===== config.mk =====
export PLATFORM = sky130hd
export DESIGN_NAME = seq_detect_arbiter
export DESIGN_NICKNAME = d
export VERILOG_FILES = /design/src/rtl/seq_detect_pkg.sv /design/src/rtl/pattern_match.sv /design/src/rtl/seq_detect_arbiter.sv
export SDC_FILE = /design/constraint.sdc
export NUM_CORES = 1
export LEC_CHECK = 0
export CAP_MARGIN = 30
export CORE_MARGIN = 4
export CORE_UTILIZATION = 44
export DETAILED_ROUTE_END_ITERATION = 10
export PLACE_DENSITY_LB_ADDON = 0.2
export SLEW_MARGIN = 15
export SYNTH_ARGS = -nofsm -noshare
export SYNTH_HDL_FRONTEND = slang
export SYNTH_SLANG_ARGS = --single-unit

===== constraint.sdc =====
create_clock -name clk -period 1.85 [get_ports clk]
set_clock_uncertainty 0.1 [all_clocks]
set_input_delay 0.2775 -clock clk [delete_from_list [all_inputs] [get_ports clk]]
set_output_delay 0.2775 -clock clk [all_outputs]
set_load 0.005 [all_outputs]

===== src/rtl/seq_detect_pkg.sv =====
// Purpose: shared types and width helpers for the shared serial pattern detector.
// Contents: FSM state encoding, default pattern, width helper functions.
package seq_detect_pkg;

    typedef enum logic [2:0] {
        IDLE   = 3'd0,
        LOAD   = 3'd1,
        SHIFT  = 3'd2,
        FLUSH  = 3'd3,
        REPORT = 3'd4
    } state_t;

    localparam int unsigned          DEF_PAT_W   = 5;
    localparam logic [DEF_PAT_W-1:0] DEF_PATTERN = 5'b10110;

    // Index width for n items, never narrower than one bit.
    function automatic int unsigned id_w(input int unsigned n);
        return (n > 1) ? $clog2(n) : 1;
    endfunction

    // Width able to hold the values 0..w.
    function automatic int unsigned cnt_w(input int unsigned w);
        return $clog2(w + 1);
    endfunction

endpackage


===== src/rtl/pattern_match.sv =====
// Purpose: bit-serial detector; registered hit one cycle after the last PAT_W
//          received bits equal PATTERN (overlapping matches allowed).
// Ports:   clk, rst (sync, active-high), clr (start-of-job history clear),
//          bit_in / bit_vld (serial input), hit (registered match pulse).
module pattern_match
    import seq_detect_pkg::*;
#(
    parameter int unsigned      PAT_W   = DEF_PAT_W,
    parameter logic [PAT_W-1:0] PATTERN = DEF_PATTERN
) (
    input  logic clk,
    input  logic rst,
    input  logic clr,
    input  logic bit_in,
    input  logic bit_vld,
    output logic hit
);

    localparam int unsigned FILL_W = cnt_w(PAT_W);

    logic [PAT_W-1:0]  r_hist;
    logic [FILL_W-1:0] r_fill;
    logic [PAT_W-1:0]  w_hist_nxt;

    // Newest bit enters at the LSB, so the oldest bit lines up with PATTERN's MSB.
    assign w_hist_nxt = PAT_W'({r_hist, bit_in});

    // History, fill count and registered compare; no hit until PAT_W valid bits.
    always_ff @(posedge clk) begin
        if (rst || clr) begin
            r_hist <= '0;
            r_fill <= '0;
            hit    <= 1'b0;
        end else begin
            hit <= 1'b0;
            if (bit_vld) begin
                r_hist <= w_hist_nxt;
                if (r_fill != FILL_W'(PAT_W)) begin
                    r_fill <= r_fill + FILL_W'(1);
                end
                hit <= (w_hist_nxt == PATTERN) && (r_fill >= FILL_W'(PAT_W - 1));
            end
        end
    end

endmodule


===== src/rtl/seq_detect_arbiter.sv =====
// Purpose: round-robin scheduler sharing one serial pattern detector among NREQ
//          word-producing requesters; reports per-job match count and requester ID.
// Ports:   clk, rst (sync, active-high)
//          req[NREQ]            level requests, held until grant
//          word_in[NREQ*WORD_W] requester i word at [i*WORD_W +: WORD_W]
//          grant[NREQ]          one-hot pulse: word captured
//          busy                 high while not IDLE
//          done                 one-cycle result-valid pulse
//          done_id/match_cnt/hit_any  result, held until next done
module seq_detect_arbiter
    import seq_detect_pkg::*;
#(
    parameter int unsigned      NREQ    = 4,
    parameter int unsigned      WORD_W  = 8,
    parameter int unsigned      PAT_W   = DEF_PAT_W,
    parameter logic [PAT_W-1:0] PATTERN = DEF_PATTERN,
    localparam int unsigned     ID_W    = id_w(NREQ),
    localparam int unsigned     CNT_W   = cnt_w(WORD_W)
) (
    input  logic                   clk,
    input  logic                   rst,
    input  logic [NREQ-1:0]        req,
    input  logic [NREQ*WORD_W-1:0] word_in,
    output logic [NREQ-1:0]        grant,
    output logic                   busy,
    output logic                   done,
    output logic [ID_W-1:0]        done_id,
    output logic [CNT_W-1:0]       match_cnt,
    output logic                   hit_any
);

    localparam int unsigned BIT_W = id_w(WORD_W);

    state_t             r_state;
    logic [ID_W-1:0]    r_ptr;
    logic [ID_W-1:0]    r_sel;
    logic [WORD_W-1:0]  r_shift;
    logic [BIT_W-1:0]   r_bit;
    logic [CNT_W-1:0]   r_mcnt;

    logic               w_found;
    logic [ID_W-1:0]    w_sel;
    logic [WORD_W-1:0]  w_word;
    logic               w_clr;
    logic               w_hit;
    logic               w_inc;
    logic [CNT_W-1:0]   w_cnt_nxt;
    int unsigned        w_idx;

    // Round-robin search starting just after the last served requester.
    always_comb begin
        w_found = 1'b0;
        w_sel   = '0;
        w_idx   = 0;
        for (int unsigned off = 1; off <= NREQ; off++) begin
            w_idx = 32'(r_ptr) + off;
            if (w_idx >= NREQ) begin
                w_idx = w_idx - NREQ;
            end
            if (!w_found && req[ID_W'(w_idx)]) begin
                w_found = 1'b1;
                w_sel   = ID_W'(w_idx);
            end
        end
    end

    assign w_word = word_in[32'(w_sel)*WORD_W +: WORD_W];
    assign w_clr  = (r_state == IDLE) && w_found;

    pattern_match #(
        .PAT_W   (PAT_W),
        .PATTERN (PATTERN)
    ) u_match (
        .clk     (clk),
        .rst     (rst),
        .clr     (w_clr),
        .bit_in  (r_shift[WORD_W-1]),
        .bit_vld (r_state == SHIFT),
        .hit     (w_hit)
    );

    // Hits can only be live from SHIFT cycle 2 onward; FLUSH catches the final bit's hit.
    assign w_inc     = w_hit && (((r_state == SHIFT) && (r_bit >= BIT_W'(2))) ||
                                 (r_state == FLUSH));
    assign w_cnt_nxt = r_mcnt + CNT_W'(w_inc);

    // Sequencer: IDLE -> LOAD -> SHIFT (WORD_W cycles) -> FLUSH -> REPORT -> IDLE.
    always_ff @(posedge clk) begin
        if (rst) begin
            r_state   <= IDLE;
            r_ptr     <= ID_W'(NREQ - 1);
            r_sel     <= '0;
            r_shift   <= '0;
            r_bit     <= '0;
            r_mcnt    <= '0;
            grant     <= '0;
            busy      <= 1'b0;
            done      <= 1'b0;
            done_id   <= '0;
            match_cnt <= '0;
            hit_any   <= 1'b0;
        end else begin
            grant <= '0;
            done  <= 1'b0;
            unique case (r_state)
                IDLE: begin
                    if (w_found) begin
                        r_shift <= w_word;
                        r_sel   <= w_sel;
                        r_ptr   <= w_sel;
                        r_bit   <= '0;
                        r_mcnt  <= '0;
                        grant   <= NREQ'(1) << w_sel;
                        busy    <= 1'b1;
                        r_state <= LOAD;
                    end
                end
                LOAD: begin
                    r_state <= SHIFT;
                end
                SHIFT: begin
                    r_shift <= r_shift << 1;
                    r_mcnt  <= w_cnt_nxt;
                    if (r_bit == BIT_W'(WORD_W - 1)) begin
                        r_state <= FLUSH;
                    end else begin
                        r_bit <= r_bit + BIT_W'(1);
                    end
                end
                FLUSH: begin
                    r_mcnt    <= w_cnt_nxt;
                    match_cnt <= w_cnt_nxt;
                    hit_any   <= (w_cnt_nxt != '0);
                    done_id   <= r_sel;
                    done      <= 1'b1;
                    r_state   <= REPORT;
                end
                REPORT: begin
                    busy    <= 1'b0;
                    r_state <= IDLE;
                end
                default: begin
                    busy    <= 1'b0;
                    r_state <= IDLE;
                end
            endcase
        end
    end

endmodule


Word level (Yosys, flattened, before mapping)
Cells that the tools add are included.
{ "word_totals": {"wordCells": 111, "ram_bits": 0, "memories": 0, "register_bits": 43, "output_inout_bits": 13, "rom_bits": 0, "latch_bits": 0} }
{ "op_classes": {"bitwise": 4, "n_addsub": 11, "n_lt_le_gt_ge": 10, "multipliers": 0, "shift": 2, "n_reduce_logical": 27, "muxes": 33, "div": 0, "eq_ne": 9} }
{ "ops": {"columns": ["operator", "count"], "rows": [
  ["$shiftx A32 B6 Y8", 1],
  ["$mux W2", 8],
  ["$pmux W8 S2", 1],
  ["$ge A3 B3 Y1 const B", 4],
  ["$lt A2 B3 Y1 const B", 4],
  ["$mux W3", 4],
  ["$pmux W3 S4", 1],
  ["$reduce_and A2 Y1", 6],
  ["$mux W1", 10],
  ["$bmux W1 S2", 4],
  ["$mux W8", 1],
  ["$pmux W4 S2", 1],
  ["$sub A2 B1 Y2 const B", 4],
  ["$logic_and A1 B1 Y1", 7],
  ["$add A2 B2 Y3 const B", 2],
  ["$add A3 B1 Y3 const B", 2],
  ["$eq A3 B2 Y1 const B", 2],
  ["$ne A2 B2 Y1 const B", 3],
  ["$pmux W3 S2", 1],
  ["$reduce_or A3 Y1", 2],
  ["$eq A5 B5 Y1 const B", 1],
  ["$add A2 B3 Y4 const B", 1],
  ["$add A4 B1 Y4", 1],
  ["$ge A4 B3 Y1 const B", 1],
  ["other kinds (16)", 24]
]} }

Logic depth before layout (Yosys ltp)
{ "depth": {"ltp_word": 18, "ltp_mapped": 11, "mapped_depth_nobuf": 10} }

By module
Synthesis repeated with hierarchy kept, for this count alone.
{ "hier_totals": {"cells_unflattened": 225, "area_unflattened_um2": 2125.8} }
{ "modules_own_cells": {"columns": ["module", "area_each_um2", "cells_each", "instances"], "rows": [
  ["seq_detect_arbiter", 1739.2, 190, 1],
  ["pattern_match", 386.6, 35, 1]
]} }

Worst setup path after synthesis
OpenSTA, ideal clock, no wires.
{ "synth_path": {"kind": "register to register", "startpoint": "reg r_bit[0]", "endpoint": "reg hit_any", "slack_ps": -92, "arrival_time_ps": 1709, "n_path_buf": 0, "required_time_ps": 1618, "path_stages_with_launch": 10, "setup_time_ps": 132, "path_cell_list": "dfxtp_1 -> inv_1 -> ha_1 -> nor4_1 -> nor2_1 -> ha_1 -> ha_1 -> xor2_1 -> o41ai_1 -> a21oi_1"} }
{ "synth_between": {"elab_chain_cells": 6} }
{ "synth_lines": {"columns": ["item", "line", "source"], "rows": [
  ["from (decl)", "seq_detect_arbiter.sv:38", "logic [BIT_W-1:0] r_bit;"],
  ["from (signal assigned)", "seq_detect_arbiter.sv:127", "r_bit <= r_bit + BIT_W'(1);"],
  ["$ge A3 B2 Y1", "seq_detect_arbiter.sv:83", "assign w_inc = w_hit && (((r_state == SHIFT) && (r_bit >= BIT_W'(2))) ||"],
  ["$logic_and A1 B1 Y1", "seq_detect_arbiter.sv:83", null],
  ["$logic_or A1 B1 Y1", "seq_detect_arbiter.sv:83", null],
  ["$logic_and A1 B1 Y1", "seq_detect_arbiter.sv:83", null],
  ["$add A4 B1 Y4", "seq_detect_arbiter.sv:85", "assign w_cnt_nxt = r_mcnt + CNT_W'(w_inc);"],
  ["$reduce_bool A4 Y1", "seq_detect_arbiter.sv:133", "hit_any <= (w_cnt_nxt != '0);"],
  ["to (signal assigned)", "seq_detect_arbiter.sv:133", null],
  ["to (decl)", "seq_detect_arbiter.sv:29", "output logic hit_any"]
]} }
No other way between the ends.
A chain may end at the register's enable or synchronous reset.

Worst setup path after layout
Same ends and word-level chain as after synthesis.

==> flow_metrics.tcl <==
set metrics [dict create \
    clockBufferDepth 2 \
    required_ns 1.92 \
    synth_nets 281 \
    dp_hpwl_um 3370 \
    cts_tree "yes" \
    maxCapViolations 0 \
    syn_inst 236 \
    synthArstFlopShare_pct 0 \
    die_w_um 77.1 \
    drt-initial-drc-count 107 \
    hold_viol 0 \
    globalplace.congestion 0.763 \
    track_usage_pct 15.9 \
    yosys_register_bits 43 \
    critPathCaptureType "register" \
    drt-pass1-iter-count 4 \
    synth_edf_count 0 \
    p_leak_nw 1.24 \
    worst_skew_pair.late_latency_ns 0.29 \
    dpl_worst_slack_ns -0.276 \
    post_drt_wl_per_cell_um 12.5 \
    fillers 366 \
    ys_warn_count 0 \
    finalCoreUtilization_pct 67.8 \
    cp.arrival_ns 1.95 \
    grt-ovfl-total 0 \
    criticalPathCategory "register to register" \
    layout_common_cells "clkdlybuf4s50_1, dfxtp_1, nand2_1" \
    ys_types 46 \
    cp_max_fo 2 \
    cts_sinks 43 \
    rsz0062_at_grt "true" \
    final_cells 362 \
    htreeDepth 2 \
    seq_area_um2 866 \
    clkTransAtPathRegs_ns 0.08 \
    grt_first_pass_wirelength_um 7900 \
    synthXorXnorAreaFrac_pct 1.67 \
    pwr-share-seq_pct 41.4 \
    combPwrFrac_pct 35.3 \
    io_buffers 50 \
    ir_drop_v 0.000412 \
    antenna_found_initial 0 \
    layout-drive-gt1-share_pct 19.4 \
    drt-total-wl_um 4510 \
    ys_seq_area_share_pct 41.0 \
    routed-via-count 1887 \
    setup_slack_ns -0.0264 \
    worst_pin_slew_ns 0.452 \
    boundaryPins 51 \
    synthAdderAreaFrac_pct 4.17 \
    yosys-mux-area-fraction_pct 7.16 \
    synth_top_family_by_area "simple AND/OR/NAND/NOR gates" \
    cts-buffers-inserted 5 \
    post_drt_via_cell_ratio 5.21 \
    period_share_pct 101 \
    relSlewSlack_pct 69.9 \
    pwr-share-clk_pct 23.4 \
    fp.dieH_um 77.1 \
    p_per_area_nw_per_um2 903 \
    period_minus_slack_ns 1.88 \
    violations "setup timing" \
    layout_commonest_cell "clkdlybuf4s50_1" \
    coreArea_um2 4470 \
    status "finished with violations" \
    fin_nets 354 \
    syn_to_final_growth_pct 44.6 \
    fp.dieArea_um2 5940 \
    start_util_pct 46.9 \
    grt_start_max_net_pins 23 \
    root_buffer "clkbuf_8" \
    syn-cell-area_um2 2100 \
    p_sw_mw 0.831 \
    p_int_mw 1.91 \
    multi_input_area_um2 1220 \
    drc 0 \
    setup_viol 1 \
    synth-simple-area-share_pct 24.7 \
    dp.cells 354 \
    synth-main-ff-cell "dfxtp_1" \
    max_freq_ghz 0.533 \
    swShare_pct 30.3 \
    synth_compound_area_share_pct 16.6 \
    grt_pass1_vias 1877 \
    startpoint_type "register" \
    postSynthAreaPerCell_um2 8.89 \
    hold_class "register to register" \
    slew_violations 0 \
    drtAntennaViolNets 0 \
    rows 24 \
    diodes 0 \
]
-- path summary, 6_finish.rpt --
check / from / end / slack [ns] / depth (start not counted)
max: r_bit[0] / hit_any / -0.03 / 9
min: r_sel[1] / r_sel[1] / 0.35 / 2
max reg2reg: r_bit[0] / hit_any / -0.03 / 9
min reg2reg: r_sel[1] / r_sel[1] / 0.35 / 2
-- worst max-delay path, cell delays in order (launching register included) --
cell     delay, ns
dfxtp_2       0.34
inv_2         0.05
ha_4          0.15
nor4_4        0.11
nor2_1        0.08
ha_2          0.20
ha_4          0.17
xor2_2        0.15
o41ai_2       0.31
a21oi_1       0.10
-- power by group through the flow --
stage               Sequential, mW  Clock [mW]  Combinational [mW]
detailed placement            1.15           0               0.933
global route                  1.15       0.692                1.07
floorplan                     1.14           0               0.586
global placement              1.15           0               0.923
finish                        1.13       0.640               0.967
CTS                           1.13       0.656               0.945
-- layer usage --
metal  vias up  routed length [um]  GRT usage [%]
met5         -                   0              0
met4         0                  39           4.80
met3         5                 216           3.40
met2        40                2150           27.8
met1       859                2110           19.6
li1        983                   -              -
-- cells in the mapped netlist (5+ instances only) --
cell type,n,share of area [%]
nand2_1,33,5.9
mux2i_1,15,7.2
clkbuf_1,7,1.3
nor3_1,5,1.2
o2bb2ai_1,7,2.9
ha_1,7,4.2
nand2b_1,10,3.0
a21oi_1,14,3.3
nor2_1,24,4.3
dfxtp_1,43,41
o221ai_1,8,3.3
-- through the flow --
| stage | hold slack [ns] | instance area [um2] | TNS (ns) | power [mW] |
|---|---|---|---|---|
| after floorplan | 0.319 | 2100 | -0.0919 | 1.73 |
| after global placement | 0.335 | 2830 | -5.45 | 2.07 |
| after detailed placement | 0.342 | 2830 | -5.77 | 2.08 |
| after CTS | 0.357 | 2980 | -0.168 | 2.73 |
| after global routing | 0.379 | 3030 | -0.225 | 2.92 |
| final | 0.353 | 3030 | -0.0264 | 2.74 |
-- cell families after synthesis --
kind of cell,after synthesis
muxes,15
buffers and inverters,18
adders and majority gates,7
xor gates and xnor gates,4
DFF,43
and+or+nand+nor,101
AOI/OAI and AO/OA,48
-- area by class of cell --
cell class | count | area share (%)
multi-input combinational | 175 | 40.3
sequential | 43 | 28.5
timing repair buffer | 80 | 25.2
clock buffer | 8 | 3.30
tap | 52 | 2.14
inverter | 4 | 0.495
-- sequential cells by signal (all words and copies together) (netlist names), 2 cells and up --
signal and count:
r_bit 3, r_shift 8, grant 4, match_cnt 4
u_match.r_hist 4, r_mcnt 4, done_id 2, r_state 3
r_sel 2, u_match.r_fill 3, r_ptr 2
-- repair_timing --
item / in CTS / in global routing
pin swaps: 8 / 7
setup endpoints to repair: 4 / 16
hold buffers: 0 / 0
gates resized for setup: 11 / 15
buffers inserted: 1 / 0
hold endpoints to repair: 0 / 0
No activity file was read; power rests on OpenSTA's default activity.
==> patch, RTL diff (config.mk and constraints unchanged) <==
The package constant `DEF_PAT_W` goes from 5 to 10.
--- a/src/rtl/seq_detect_pkg.sv
+++ b/src/rtl/seq_detect_pkg.sv
@@ -12,3 +12,3 @@
 
-    localparam int unsigned          DEF_PAT_W   = 5;
+    localparam int unsigned          DEF_PAT_W   = 10;
     localparam logic [DEF_PAT_W-1:0] DEF_PATTERN = 5'b10110;
Check against the original RTL: no difference found for any inputs over 10 cycles, from zero or initial values and one cycle with rst high; that may be too few to reach the edited logic, so the function may still have changed.
==> patch against the unedited design <==
The run still ends with negative setup slack left; wire length increased by 19%; synthesized cell count increased by 12%; design area increased by 12%; setup slack got worse by 0.038 ns; non-clock buffer count increased by 8; power increased by 8.0%; count of clock-buffer cells in the layout decreased by 3; area after synthesis increased by 14%; sequential cell count increased by 6; utilization decreased by 2.7 points; sequential share of layout area increased by 0.58 points; clock power decreased by 7.3%; largest cell class unchanged; largest power group unchanged.
==> patch: results (changes against the unedited design) <==
• **Clock net power** 0.593 mW, -7.3%
• **share of synthesized flip-flops with an asynchronous set or reset** 0, unchanged
• **maximum level of the CTS H-tree** 2, unchanged
• **syn nets** 311, +11%
• **sequential element share of the synthesized area** 0.409, -0.00171
• **maximum number of pins on one net before global-route repair** 21, -8.7%
• **worst-path fanout max** 2, unchanged
• **Leak** 1.30 nW, +5.2%
• **worst-skew pair later-pin latency** 0.29 ns, about the same
• **antenna violations before repair** 0, unchanged
• **launch instance of the worst register-to-register path** r_bit[0]
• **result of the run** finished, violations left
• **top post-synthesis cells by area** sky130_fd_sc_hd__dfxtp_1 41%, sky130_fd_sc_hd__mux2i_1 6.3%, sky130_fd_sc_hd__nand2_1 5.6%
• **Worst Min Path Start** match_cnt[0]
• **Pint** 2.01 mW, +5.2%
• **worst-case vdd ir drop** 0.701 mV, +70%
• **first-pass GRT wire length** 9.16 mm, +16%
• **Clock Tree Buf Depth** 2, unchanged
• **TritonCTS buffer count** 5, unchanged
• **clock-pin slew of the registers on the worst-case setup and hold paths** 0.09 ns
• **diode count** 0, unchanged
• **violated checks** negative setup slack
• **estimated wirelength of the detail-placed design** 3.88 mm, +15%
• **DRC violation total after the first TritonRoute iteration** 127, +19%
• **top flop regs** u_match.r_hist: 9 flops, r_shift: 8 flops
• **least setup slack across all paths after layout** -0.0643 ns, -0.0379 ns
• **# fillers** 455, +24%
• **vias in the first global route** 2083, +11%
• **worst relative slew slack** 0.751, +0.0529
• **GRT Overall Usage** 0.172, +0.0127
• **share of power burned in combinational logic** 0.364, +0.011
• **total detailed-routing wirelength** 5.35 mm, +19%
• **net count reported at finish** 392, +11%
• **share of final-layout standard cells stronger than drive strength 1** 0.238, +0.0448
• **most common library cells after synthesis** 49 x sky130_fd_sc_hd__dfxtp_1, 36 x sky130_fd_sc_hd__nand2_1, 25 x sky130_fd_sc_hd__nor2_1, 15 x sky130_fd_sc_hd__mux2i_1
• **total vias in the final route** 2170, +15%
• **Setup-failing EPs final** 4, +3
• **placed cell area** 3220 µm², +14%
• **max FFs per register** 9, +1
• **final RePlAce weighted congestion** 0.732, -4.0%
• **number of port buffers** 50, unchanged
• **setup TNS after final layout** -0.210 ns, -0.183 ns
• **count of different cell masters after synthesis** 51, +11%
• **Root Buffer Master** sky130_fd_sc_hd__clkbuf_8
• **HP Class** reg2reg
• **Critical Path Source Type** flip-flop
• **number of iterations in the first detailed-routing pass** 4, unchanged
• **CP arrival** 1.99 ns, +0.04 ns
• **YS warnings** 0, unchanged
-- patch: changes by cell type after synthesis, sizes merged, moves of 3 or more --
cell | before | now
nand2 | 33 | 37
nand2b | 10 | 5
dfxtp | 43 | 49
a21oi | 15 | 18
and2 | 1 | 4
o2bb2ai | 7 | 0
or2 | 3 | 9
a22oi | 4 | 11
-- patch: layout make-up --
cell class / instances / share of cell area
well taps: 70 / 0.0258
clock buffers: 5 / 0.0203
inverters: 6 / 0.00664
multi-input cells: 195 / 0.415
flip-flops and latches: 49 / 0.291
clock inverters: 1 / 0.00148
repair buffers: 88 / 0.240
-- patch: logic make-up after synthesis --
| kind of cell | count (synthesis) | share of synthesized area |
|---|---|---|
| adder cells (fa/ha/maj) | 9 | 0.0469 |
| AO/OA/AOI/OAI | 57 | 0.187 |
| multiplexers | 15 | 0.0625 |
| AND/OR/NAND/NOR | 108 | 0.230 |
| buffers and inverters | 20 | 0.0427 |
| flip-flops | 49 | 0.409 |
| XOR/XNOR | 6 | 0.0219 |
-- patch: worst max-delay path, cell delays in order (launching register included) --
cell	delay, ns
sky130_fd_sc_hd__dfxtp_2	0.34
sky130_fd_sc_hd__inv_2	0.04
sky130_fd_sc_hd__ha_4	0.15
sky130_fd_sc_hd__o31ai_4	0.17
sky130_fd_sc_hd__a21boi_2	0.09
sky130_fd_sc_hd__ha_2	0.21
sky130_fd_sc_hd__ha_4	0.16
sky130_fd_sc_hd__xor2_2	0.15
sky130_fd_sc_hd__o41ai_2	0.28
sky130_fd_sc_hd__a21oi_1	0.10
-- patch: stage by stage --
step | cells | setup slack [ns] | total power, mW | util | hold WS (ns)
finish | 414 | -0.0643 | 2.96 | 0.651 | 0.356
global placement | 405 | -0.298 | 2.30 | 0.619 | 0.342
CTS | 412 | -0.189 | 2.93 | 0.640 | 0.360
detailed placement | 405 | -0.338 | 2.31 | 0.619 | 0.347
floorplan | 264 | -0.343 | 1.92 | - | 0.332
global route | 414 | -0.165 | 3.15 | 0.651 | 0.376
-- patch: what timing repair did --
action,4_1_cts,5_1_grt
gates resized for setup,12,14
pin swaps,9,11
buffers inserted,1,2
endpoints found under the setup margin,21,23
cloned,0,0
-- patch: final timing paths --
kind             endpoint  slack, ns  depth (start not counted)
min reg2reg  match_cnt[0]       0.36                          2
max               hit_any      -0.06                          9
max reg2reg       hit_any      -0.06                          9
min          match_cnt[0]       0.36                          2
-- patch: routing by layer --
layer,global-route usage,wire length [µm],vias to the layer above
met5,0,0,-
met4,0.0449,55,0
met3,0.0482,317,6
met2,0.289,2540,66
met1,0.215,2430,1001
li1,-,-,1097
